`config.mk`:
```
export PLATFORM = sky130hd
export DESIGN_NAME = othello_move_engine
export DESIGN_NICKNAME = d
export VERILOG_FILES = /design/src/rtl/othello_move_engine.sv
export SDC_FILE = /design/constraint.sdc
export NUM_CORES = 1
export LEC_CHECK = 0
export CAP_MARGIN = 20
export CORE_UTILIZATION = 30
export CTS_CLUSTER_DIAMETER = 150
export CTS_CLUSTER_SIZE = 16
export DETAILED_ROUTE_END_ITERATION = 8
export PLACE_DENSITY = 0.52
export SKIP_LAST_GASP = 1
export SLEW_MARGIN = 20
export SYNTH_ARGS = -nofsm -noshare
export SYNTH_HDL_FRONTEND = slang
export SYNTH_SLANG_ARGS = --single-unit
```
`constraint.sdc`:
```
create_clock -name clock -period 14.45 [get_ports clock]
set_clock_uncertainty 0.1 [all_clocks]
set_input_delay 2.89 -clock clock [delete_from_list [all_inputs] [get_ports clock]]
set_output_delay 2.89 -clock clock [all_outputs]
set_load 0.005 [all_outputs]
```
`src/rtl/othello_move_engine.sv`:
```
// NxN Othello board store with an 8-direction move validator and a flip
// streamer. Scans one cell per cycle; in place mode it streams every cell
// change (placed disc first, then flips) over a valid/ready port.
module othello_move_engine #(
    parameter int BOARD_N = 8,
    parameter int CW      = $clog2(BOARD_N),
    parameter int FW      = $clog2(8*BOARD_N)
) (
    input  logic          clock,
    input  logic          resetn,
    input  logic          init,
    input  logic          start,
    input  logic          mode,
    input  logic [CW-1:0] x,
    input  logic [CW-1:0] y,
    input  logic [1:0]    side,
    output logic          busy,
    output logic          done,
    output logic          legal,
    output logic [7:0]    dir_valid,
    output logic [FW-1:0] flip_count,
    output logic          wr_valid,
    input  logic          wr_ready,
    output logic [CW-1:0] wr_x,
    output logic [CW-1:0] wr_y,
    output logic [1:0]    wr_side,
    input  logic [CW-1:0] rd_x,
    input  logic [CW-1:0] rd_y,
    output logic [1:0]    rd_q
);
    // One spare bit so a step off either edge is seen as >= BOARD_N.
    localparam int PW = CW + 1;
    typedef logic [PW-1:0] pos_t;
    typedef enum logic [2:0] {IDLE, SCAN, PLACE, FLIP, DONE} state_t;
    typedef struct packed {
        logic [CW-1:0] x;
        logic [CW-1:0] y;
        logic [1:0]    side;
        logic          mode;
    } req_t;

    logic [1:0] board [BOARD_N][BOARD_N];   // board[row][col]
    state_t        st, st_nxt;
    req_t          req;
    pos_t          cx, cy;
    logic [2:0]    dir;
    logic [FW-1:0] run;

    pos_t       nx, ny, tx, ty;
    logic       off, tgt_bad, step_opp, step_hit, flip_cont, hs;
    logic [1:0] ncell, tcell, opp;
    logic [7:0] dv_new;
    logic [3:0] nd_place, nd_flip;

    function automatic pos_t step_x(pos_t p, logic [2:0] d);
        case (d)
            3'd1, 3'd2, 3'd3: return p + pos_t'(1);
            3'd5, 3'd6, 3'd7: return p - pos_t'(1);
            default:          return p;
        endcase
    endfunction

    function automatic pos_t step_y(pos_t p, logic [2:0] d);
        case (d)
            3'd0, 3'd1, 3'd7: return p - pos_t'(1);
            3'd3, 3'd4, 3'd5: return p + pos_t'(1);
            default:          return p;
        endcase
    endfunction

    // Lowest set direction at or above 'from'; msb flags that one exists.
    function automatic logic [3:0] first_dir(logic [7:0] mask, int from);
        logic [3:0] r;
        r = 4'b0;
        for (int i = 7; i >= 0; i--)
            if (mask[i] && i >= from) r = {1'b1, 3'(i)};
        return r;
    endfunction

    function automatic logic [1:0] start_cell(int a, int b);
        int h;
        h = BOARD_N / 2;
        if ((a == h-1 && b == h-1) || (a == h && b == h)) return 2'b10;
        if ((a == h && b == h-1) || (a == h-1 && b == h)) return 2'b01;
        return 2'b00;
    endfunction

    // Neighbour of the walk cursor, target status and flip-walk look-ahead.
    always_comb begin
        tx        = {1'b0, req.x};
        ty        = {1'b0, req.y};
        nx        = step_x(cx, dir);
        ny        = step_y(cy, dir);
        off       = (nx >= pos_t'(BOARD_N)) || (ny >= pos_t'(BOARD_N));
        ncell     = off ? 2'b00 : board[ny[CW-1:0]][nx[CW-1:0]];
        tcell     = board[req.y][req.x];
        opp       = ~req.side;
        tgt_bad   = (tx >= pos_t'(BOARD_N)) || (ty >= pos_t'(BOARD_N)) ||
                    (tcell != 2'b00) || (req.side == 2'b00) || (req.side == 2'b11);
        step_opp  = !off && (ncell == opp);
        step_hit  = !off && (ncell == req.side) && (run != '0);
        dv_new    = dir_valid | (step_hit ? (8'b1 << dir) : 8'b0);
        flip_cont = (ncell == opp);
        nd_place  = first_dir(dir_valid, 0);
        nd_flip   = first_dir(dir_valid, int'(dir) + 1);
    end

    // State register.
    always_ff @(posedge clock or negedge resetn) begin
        if (!resetn) st <= IDLE;
        else         st <= st_nxt;
    end

    // Next state and handshake / status outputs.
    always_comb begin
        st_nxt   = st;
        busy     = 1'b0;
        done     = 1'b0;
        wr_valid = 1'b0;
        wr_x     = cx[CW-1:0];
        wr_y     = cy[CW-1:0];
        wr_side  = req.side;
        case (st)
            IDLE: begin
                if (init)       st_nxt = IDLE;
                else if (start) st_nxt = SCAN;
            end
            SCAN: begin
                busy = 1'b1;
                if (tgt_bad)
                    st_nxt = DONE;
                else if (!step_opp && dir == 3'd7)
                    st_nxt = (req.mode && |dv_new) ? PLACE : DONE;
            end
            PLACE: begin
                busy     = 1'b1;
                wr_valid = 1'b1;
                wr_x     = req.x;
                wr_y     = req.y;
                if (wr_ready) st_nxt = nd_place[3] ? FLIP : DONE;
            end
            FLIP: begin
                busy     = 1'b1;
                wr_valid = 1'b1;
                if (wr_ready && !flip_cont && !nd_flip[3]) st_nxt = DONE;
            end
            DONE: begin
                done = 1'b1;
                if (init)       st_nxt = IDLE;
                else if (start) st_nxt = SCAN;
                else            st_nxt = IDLE;
            end
            default: st_nxt = IDLE;
        endcase
    end

    assign hs = wr_valid && wr_ready;

    // Request latch, scan walker and result registers.
    always_ff @(posedge clock or negedge resetn) begin
        if (!resetn) begin
            req        <= '0;
            cx         <= '0;
            cy         <= '0;
            dir        <= '0;
            run        <= '0;
            legal      <= 1'b0;
            dir_valid  <= '0;
            flip_count <= '0;
        end else begin
            case (st)
                IDLE, DONE: begin
                    if (start && !init) begin
                        req        <= '{x: x, y: y, side: side, mode: mode};
                        cx         <= {1'b0, x};
                        cy         <= {1'b0, y};
                        dir        <= '0;
                        run        <= '0;
                        legal      <= 1'b0;
                        dir_valid  <= '0;
                        flip_count <= '0;
                    end
                end
                SCAN: begin
                    if (!tgt_bad) begin
                        if (step_opp) begin
                            run <= run + FW'(1);
                            cx  <= nx;
                            cy  <= ny;
                        end else begin
                            if (step_hit) begin
                                dir_valid[dir] <= 1'b1;
                                flip_count     <= flip_count + run;
                            end
                            if (dir == 3'd7) legal <= |dv_new;
                            run <= '0;
                            cx  <= tx;
                            cy  <= ty;
                            dir <= dir + 3'd1;
                        end
                    end
                end
                PLACE: begin
                    if (hs) begin
                        dir <= nd_place[2:0];
                        cx  <= step_x(tx, nd_place[2:0]);
                        cy  <= step_y(ty, nd_place[2:0]);
                    end
                end
                FLIP: begin
                    if (hs && flip_cont) begin
                        cx <= nx;
                        cy <= ny;
                    end else if (hs) begin
                        dir <= nd_flip[2:0];
                        cx  <= step_x(tx, nd_flip[2:0]);
                        cy  <= step_y(ty, nd_flip[2:0]);
                    end
                end
                default: ;
            endcase
        end
    end

    // Board store: start position on reset/init, one cell per accepted record.
    always_ff @(posedge clock or negedge resetn) begin
        if (!resetn) begin
            for (int b = 0; b < BOARD_N; b++)
                for (int a = 0; a < BOARD_N; a++)
                    board[b][a] <= start_cell(a, b);
        end else if (init && (st == IDLE || st == DONE)) begin
            for (int b = 0; b < BOARD_N; b++)
                for (int a = 0; a < BOARD_N; a++)
                    board[b][a] <= start_cell(a, b);
        end else if (hs) begin
            board[wr_y][wr_x] <= wr_side;
        end
    end

    // Combinational read port; coordinates beyond the board read as empty.
    always_comb begin
        rd_q = 2'b00;
        if ({1'b0, rd_x} < pos_t'(BOARD_N) && {1'b0, rd_y} < pos_t'(BOARD_N))
            rd_q = board[rd_y][rd_x];
    end
endmodule

```
Yosys cells after proc, flatten, opt, wreduce, memory -nomap -nowiden

Cells that the tools add are included.

Word-level logic and storage cells: 336
Output and inout port bits: 28
Input bits: 20
Flip-flop bits (word level): 172

Reduce and logical (&&, ||, !) cells: 64
Bitwise gates (word level): 11
Magnitude comparators: 22
Shifts and indexed selects: 1
Equality and inequality tests: 41
$add $sub $neg: 12
Muxes and demuxes: 109

Operators with widths:

| kind                 | count |
|---|---|
| $mux W128            | 2 |
| $bmux W16 S3         | 3 |
| $bwmux W128          | 1 |
| $mux W16             | 7 |
| $mux W4              | 28 |
| $demux W16 S3        | 1 |
| $mux W3              | 16 |
| $pmux W4 S2          | 6 |
| $ge A4 B4 Y1 const B | 10 |
| $mux W8              | 5 |
| $eq A3 B3 Y1 const B | 13 |
| $reduce_or A3 Y1     | 13 |
| $mux W6              | 6 |
| $not A3 Y4           | 8 |
| $pmux W4 S4          | 2 |
| $eq A3 B2 Y1 const B | 8 |
| $pmux W6 S2          | 2 |
| $logic_and A1 B1 Y1  | 22 |
| $ne A2 B2 Y1 const B | 10 |
| $bmux W2 S3          | 3 |
| $mux W2              | 9 |
| $ge A3 B4 Y1 const A | 4 |
| $or A8 B8 Y8         | 2 |
| $pmux W8 S2          | 1 |
| 38 further kinds     | 78 |

Longest topological paths before layout

Gate-level depths: netlist (run 1).

Word-level depth: 22
Gate-level depth with buffers: 25
Gate-level depth less buffers: 18

Worst setup path after synthesis (run 1)

Ideal clock, no wire load.

Path type: in2out
From: input rd_y[0]
To: output rd_q[0]
Stages: 6
Buffers on the path: 3
Required time: 11.460 ns
Slack: 6.281 ns
Arrival time: 5.179 ns
Cells stage by stage: clkbuf_1 > clkbuf_1 > clkbuf_1 > mux4_2 > mux4_2 > mux4_2

Cells in the longest elaborated chain, start to end: 7

Ends and longest elaborated chain:

| what                                         | RTL line | source |
|---|---|---|
| from (decl)                                  | 28       | `input logic [CW-1:0] rd_y,` |
| $not A3 Y4 (implied by the code)             | 244      | `rd_q = board[rd_y][rd_x];` |
| $bmux W16 S3                                 | 244      |  |
| $mux W16 (implied by the code) (2 in series) | 244      |  |
| $bmux W2 S3                                  | 244      |  |
| $mux W2 (implied by the code) (2 in series)  | 244      |  |
| to (decl)                                    | 29       | `output logic [1:0] rd_q` |

No other way between the ends. The select of a mux whose other input is x is not followed.

Worst setup path in the final report (run 1)

From: input rd_y[1]
To: output rd_q[0]

Same word-level chain as after synthesis.

==> impl_metrics.env, run 1 <==
export IMPL_status="completed"
export IMPL_yosys_area_top_type="dfrtp_1"
export IMPL_worst_pin_slew_ps=1160
export IMPL_grt_max_degree=72
export IMPL_synth_warnings=0
export IMPL_start_util_pct=30.6
export IMPL_core_area_sq_um=47000
export IMPL_grt_pass1_wl_um=82100
export IMPL_grt_ovfl_total=0
export IMPL_whs_ps=428
export IMPL_crit_path_end_kind="primary output"
export IMPL_synth_top_cell_area_share_pct=29.2
export IMPL_maxSlewHeadroom_pct=22.1
export IMPL_dp_hpwl_um=36900
export IMPL_maxCapViolCount=0
export IMPL_numCtsBuffers=17
export IMPL_fillCellCount=4848
export IMPL_grt_pass1_vias=13000
export IMPL_synth_cell_type_count=101
export IMPL_diodes=0
export IMPL_drv_slew=0
export IMPL_slowest_delay_ps=680
export IMPL_initialDrtViolationCount=1629
export IMPL_gr_usage_met1_pct=29.4
export IMPL_rsz0062_at_grt="no"
export IMPL_grt_busiest_layer="met2"
export IMPL_synth_area_leaders="dfrtp_1, mux4_2, a21oi_1, mux2i_1, nand2_1"
export IMPL_layout_drive_gt1_share_pct=12.1
export IMPL_antenna_left=0
export IMPL_synth_common_cells="nand2_1, a21oi_1, dfrtp_1"
export IMPL_core_rowCount=79
export IMPL_r2r_start="dir[0]"
export IMPL_syn_nets=1773
export IMPL_setup_worst_path_start="rd_y[1]"
export IMPL_ys_seq_elements=172
export IMPL_antenna_found_initial=3
export IMPL_port_buffers=47
export IMPL_wl_per_cell_um=23.1
export IMPL_synth_edf_count=0
export IMPL_routed_wl_um=53100
export IMPL_cts_sinks=172
export IMPL_hold_viol_final=0
export IMPL_crit_cells=5
export IMPL_cp_arrival_ps=5720
export IMPL_clockBufferDepth=2
export IMPL_cts_setup_buffers=0
export IMPL_rrSetupSlack_ps=7340
export IMPL_power_per_cell_area_nw_per_um2=187
export IMPL_endpoint="rd_q[0]"
export IMPL_area_growth_pct=10.0
export IMPL_clkTransAtPathRegs_ps=70
export IMPL_synthesis_area_sq_um=14400
export IMPL_critPathMaxFanout=32
export IMPL_postCtsHoldBufs=0
export IMPL_synthArstFlopShare_pct=100
export IMPL_cts_root_buf="clkbuf_16"
export IMPL_path_cells="buf_2 -> mux4_2 -> mux4_2 -> mux4_2 -> clkdlybuf4s50_1"
export IMPL_vias_per_cell=6.08
export IMPL_start_kind="input pin"
export IMPL_cpMostUsedCell="mux4_2"
export IMPL_crit_type="input pin to primary output"
export IMPL_dieArea_sq_um=48800
export IMPL_required_ps=11460
export IMPL_r2r_end="dir[0]"
export IMPL_top_level_ports=48
export IMPL_finalSetupViolCount=0
export IMPL_drcViolationCount=0
export IMPL_worst_path_buf_inv=2
export IMPL_use_met2_pct=33.4
export IMPL_synthFlopType="dfrtp_1"
export IMPL_postSynthCellCount=1732
export IMPL_vias=14000
export IMPL_avgSynthCellArea_sq_um=8.30
export IMPL_multi_input_area_sq_um=9290
export IMPL_timing_setup_tns_ps=0
export IMPL_leakagePower_uw=0.00593
export IMPL_r2r_cells=17
export IMPL_cts_resized=0
export IMPL_final_nets=1719
export IMPL_die_height_um=221
export IMPL_peakVddDrop_uv=131
export IMPL_finalWeightedCongestion=0.921
export IMPL_htree_levels=4
export IMPL_grt_usage_pct=21.7
export IMPL_cts_tree="yes"
export IMPL_die_width_um=221
export IMPL_finalCritPeriodShare_pct=60.2
export IMPL_total_power_uw=2960
export IMPL_critPathTopFamily="multiplexers"
export IMPL_crit_slowest_cell="buf_2"
export IMPL_period_minus_slack_ps=8710
export IMPL_synth_most_common_cell="nand2_1"
export IMPL_gr_usage_met3_pct=4.45
export IMPL_hold_class="flop to flop"
export IMPL_max_freq_ghz=0.115
export IMPL_clkLatencyLatePin_ps=480
export IMPL_yosysSeqAreaShare_pct=30.0
export IMPL_area_sequential_sq_um=4320
export IMPL_dr_pass1_iters=6
==> power breakdown <==
group          internal, uW  total (uW)  switching [uW]
clock                   260         497             236
combinational           640        1840            1200
sequential              520         623             103
==> metrics by stage <==
| stage | cell area [sq um] | cells | worst slack [ps] | util (%) |
|---|---|---|---|---|
| final | 15800 | 2298 | 5740 | 33.7 |
| after global routing | 15800 | 2298 | 5600 | 33.7 |
| after CTS | 15800 | 2298 | 5730 | 33.7 |
| after detailed placement | 15200 | 2266 | 5750 | 32.4 |
| after global placement | 15200 | 2266 | 5760 | 32.4 |
| after floorplan | 14400 | 1732 | 6280 | - |
==> how the worst min path moves through the flow <==
stage | startpoint | end | slack (ps) | cells after the start
2_1_floorplan | board[56] | board[56] | 390 | 2
3_3_place_gp | flip_count[5] | flip_count[5] | 400 | 1
3_5_place_dp | flip_count[5] | flip_count[5] | 420 | 1
4_1_cts | board[56] | board[56] | 430 | 2
5_1_grt | legal | legal | 460 | 1
6_report | board[56] | board[56] | 430 | 2
==> cell type report <==
cell class | instances | area share, %
clock buffer | 17 | 2.69
clock inverter | 15 | 1.13
inverter | 42 | 0.996
multi-input combinational | 1367 | 58.7
sequential | 172 | 27.3
tap | 607 | 4.80
timing repair buffer | 78 | 4.39
==> cell usage in the layout (no fill, tap or decap), types with 9 or more instances in the layout <==
cell type,instances
o221ai_1,10
clkbuf_16,17
nand2b_1,13
mux2_2,14
dfrtp_1,163
buf_4,31
nand2_1,233
nand3_1,111
xnor2_1,17
o21ai_0,109
inv_1,38
o211ai_1,15
a211oi_1,9
nor2b_1,13
a21oi_1,205
a22oi_1,19
clkdlybuf4s50_1,44
mux2i_1,97
nor3_1,50
ha_1,18
nor2_1,140
mux4_2,66
a31oi_1,18
o22ai_1,19
==> sequential cells by signal, summed over array words and instances (netlist names) <==
register	cells
board	128
cx	4
dir_valid	8
cy	4
legal	1
st	3
req	7
flip_count	6
run	6
wr_side	2
dir	3
==> kinds of logic after synthesis <==
group | after synthesis | synth area share (%)
xor+xnor | 25 | 1.57
simple gates | 637 | 20.5
fa+ha+maj | 21 | 1.93
buf+inv | 193 | 5.83
compound gates | 504 | 21.7
flops | 172 | 30.0
mux | 180 | 18.6
==> routing by layer <==
metal / vias up / share of wire [%] / wire length (um)
li1: 6288 / - / -
met1: 6931 / 44 / 23200
met2: 612 / 46 / 24300
met3: 139 / 7.0 / 3720
met4: 4 / 3.6 / 1890
met5: - / 0.058 / 31
==> tightest hold or removal path, cell delays in order, from the launching register on <==
cell	delay, ps
dfstp_2	400
nand2_1	60
nand3_1	70
(Power assumes the default switching activity.)
==> run 2, diff against run 1 <==
--- a/config.mk
+++ b/config.mk
@@ -10,7 +10,7 @@
 export CTS_CLUSTER_DIAMETER = 150
 export CTS_CLUSTER_SIZE = 16
 export DETAILED_ROUTE_END_ITERATION = 8
-export PLACE_DENSITY = 0.52
+export PLACE_DENSITY = 0.53
 export SKIP_LAST_GASP = 1
 export SLEW_MARGIN = 20
 export SYNTH_ARGS = -nofsm -noshare
==> constraint.sdc (replaced) <==
create_clock -name clock -period 7.53 [get_ports clock]
set_clock_uncertainty 0.1 [all_clocks]
set_input_delay 1.506 -clock clock [delete_from_list [all_inputs] [get_ports clock]]
set_output_delay 1.506 -clock clock [all_outputs]
set_load 0.005 [all_outputs]
==> impl_metrics.env, run 2 (synthesized netlist as in run 1, its figures left out) <==
export IMPL_status="completed"
export IMPL_grt_pass1_wl_um=81000
export IMPL_antenna_left=0
export IMPL_clock_power_share_pct=15.7
export IMPL_core_area_sq_um=47000
export IMPL_grt_pass1_vias=13000
export IMPL_dieArea_sq_um=48800
export IMPL_intPower_uw=2690
export IMPL_wl_per_cell_um=23.0
export IMPL_slowest_delay_ps=870
export IMPL_die_width_um=221
export IMPL_cts_tree="yes"
export IMPL_area_growth_pct=10.3
export IMPL_cts_root_buf="clkbuf_16"
export IMPL_maxCapViolCount=0
export IMPL_clkLatencyLatePin_ps=480
export IMPL_path_cells="inv_1 -> ha_1 -> nor3b_2 -> nor2_1 -> xnor2_1 -> ha_4 -> a21oi_2 -> a2111oi_0 -> o32ai_1 -> o311ai_1 -> o221ai_1 -> a41oi_2 -> xnor2_2 -> nand3b_2 -> or2_1 -> o211ai_2 -> mux2_2"
export IMPL_diodes=0
export IMPL_grt_ovfl_total=0
export IMPL_setup_slack_ps=1230
export IMPL_worstHoldStart="flip_count[5]"
export IMPL_final_cell_mix="nand2_1, a21oi_1, dfrtp_1, nor2_1, nand3_1"
export IMPL_dr_pass1_iters=6
export IMPL_start_kind="flop"
export IMPL_htree_levels=4
export IMPL_critPathTopFamily="compound AO/OA/AOI/OAI gates"
export IMPL_instances_no_fill=2306
export IMPL_maxSlewHeadroom_pct=21.2
export IMPL_grt_max_degree=79
export IMPL_max_freq_ghz=0.159
export IMPL_setup_worst_path_start="dir[0]"
export IMPL_pre_cts_ws_ps=1400
export IMPL_rsz0062_at_grt="no"
export IMPL_antenna_found_initial=0
export IMPL_grt_usage_pct=21.5
export IMPL_routed_wl_um=53100
export IMPL_largest_reg_flops=128
export IMPL_vias_per_cell=6.08
export IMPL_hold_viol_final=0
export IMPL_p_comb_share_pct=63.2
export IMPL_core_rowCount=79
export IMPL_finalCritPeriodShare_pct=83.7
export IMPL_leakagePower_uw=0.00597
export IMPL_dp_hpwl_um=36300
export IMPL_numCtsBuffers=17
export IMPL_drv_slew=0
export IMPL_crit_type="flop to flop"
export IMPL_finalSetupViolCount=0
export IMPL_crit_path_end_kind="flop"
export IMPL_period_minus_slack_ps=6300
export IMPL_power_per_cell_area_nw_per_um2=362
export IMPL_final_nets=1727
export IMPL_start_util_pct=30.6
export IMPL_layout_drive_gt1_share_pct=12.5
export IMPL_cts_resized=0
export IMPL_switchingPower_uw=3060
export IMPL_initialDrtViolationCount=1456
export IMPL_cp_arrival_ps=6570
export IMPL_hold_class="flop to flop"
export IMPL_postCtsHoldBufs=0
export IMPL_top_level_ports=48
export IMPL_final_common_cell="nand2_1"
export IMPL_drcViolationCount=0
export IMPL_critPathMaxFanout=43
export IMPL_placed_cells=2274
export IMPL_port_buffers=47
export IMPL_finalWeightedCongestion=0.939
export IMPL_clkTransAtPathRegs_ps=80
export IMPL_required_ps=7800
export IMPL_cts_setup_buffers=0
export IMPL_top_register="board"
export IMPL_vias=14000
export IMPL_worst_pin_slew_ps=1180
export IMPL_cts_sinks=172
export IMPL_clockBufferDepth=2
export IMPL_timing_setup_tns_ps=0
export IMPL_seqPwrFrac_pct=21.1
export IMPL_r2r_start="dir[0]"
export IMPL_worst_path_buf_inv=1
export IMPL_peakVddDrop_uv=276
export IMPL_biggestRegsByFlops="board (128), dir_valid (8), req (7)"
export IMPL_switching_share_pct=53.3
export IMPL_die_height_um=221
export IMPL_crit_slowest_cell="a21oi_2"
[run 2: cell count changes in the layout (fill, tap and decap cells not counted), sizes merged]
| cell | change |
|---|---|
| bufinv | -2 |
| inv | +4 |
| buf | +8 |
| clkinvlp | -2 |
[run 2: worst reg2reg max path: stages (launching register included)]
cell and delay [ps]:
dfrtp_1 800, inv_1 270, ha_1 320, nor3b_2 340, nor2_1 120, xnor2_1 250
ha_4 400, a21oi_2 910, a2111oi_0 260, o32ai_1 310, o311ai_1 130, o221ai_1 280
a41oi_2 200, xnor2_2 250, nand3b_2 320, or2_1 430, o211ai_2 140, mux2_2 370
[run 2: cell type report]
type / count / area, sq um
Fill cell: 4908 / 31100
Multi-Input combinational cell: 1367 / 9300
Sequential cell: 172 / 4320
Tap cell: 607 / 759
Timing Repair Buffer: 86 / 754
Clock buffer: 17 / 425
Inverter: 42 / 158
Clock inverter: 15 / 149
[run 2: power by group through the flow]
stage / sequential [uW] / clock, uW / combinational, uW
finish: 1210 / 904 / 3630
global route: 1230 / 960 / 3830
CTS: 1210 / 927 / 3550
detailed placement: 1230 / 0 / 3530
global placement: 1220 / 0 / 3490
floorplan: 1080 / 0 / 2570
[run 2: per-layer routing]
| metal | GRT usage, % | up-vias | wire length (um) |
|---|---|---|---|
| li1 | - | 6312 | - |
| met1 | 29.6 | 6988 | 23300 |
| met2 | 32.9 | 622 | 24000 |
| met3 | 4.02 | 109 | 3790 |
| met4 | 9.18 | 0 | 1990 |
| met5 | 0 | - | 0 |
[run 2: per-stage QoR]
| step | power [uW] | hold WS, ps | util [%] | cell area [sq um] |
|---|---|---|---|---|
| floorplan | 3660 | 387 | - | 14400 |
| global placement | 4720 | 400 | 32.5 | 15300 |
| detailed placement | 4760 | 415 | 32.6 | 15300 |
| CTS | 5680 | 433 | 33.8 | 15900 |
| global route | 6020 | 450 | 33.8 | 15900 |
| finish | 5750 | 422 | 33.8 | 15900 |
[run 2: path summary, 6_finish.rpt]
check,to,slack [ps],depth (start not counted)
worst max-delay path,dir[2],1230,17
max in group asynchronous,req[4],4930,2
worst min-delay path,flip_count[5],420,1
worst min register to register,flip_count[5],420,1
min in group asynchronous,flip_count[3],960,1
worst max register to register,dir[2],1230,17
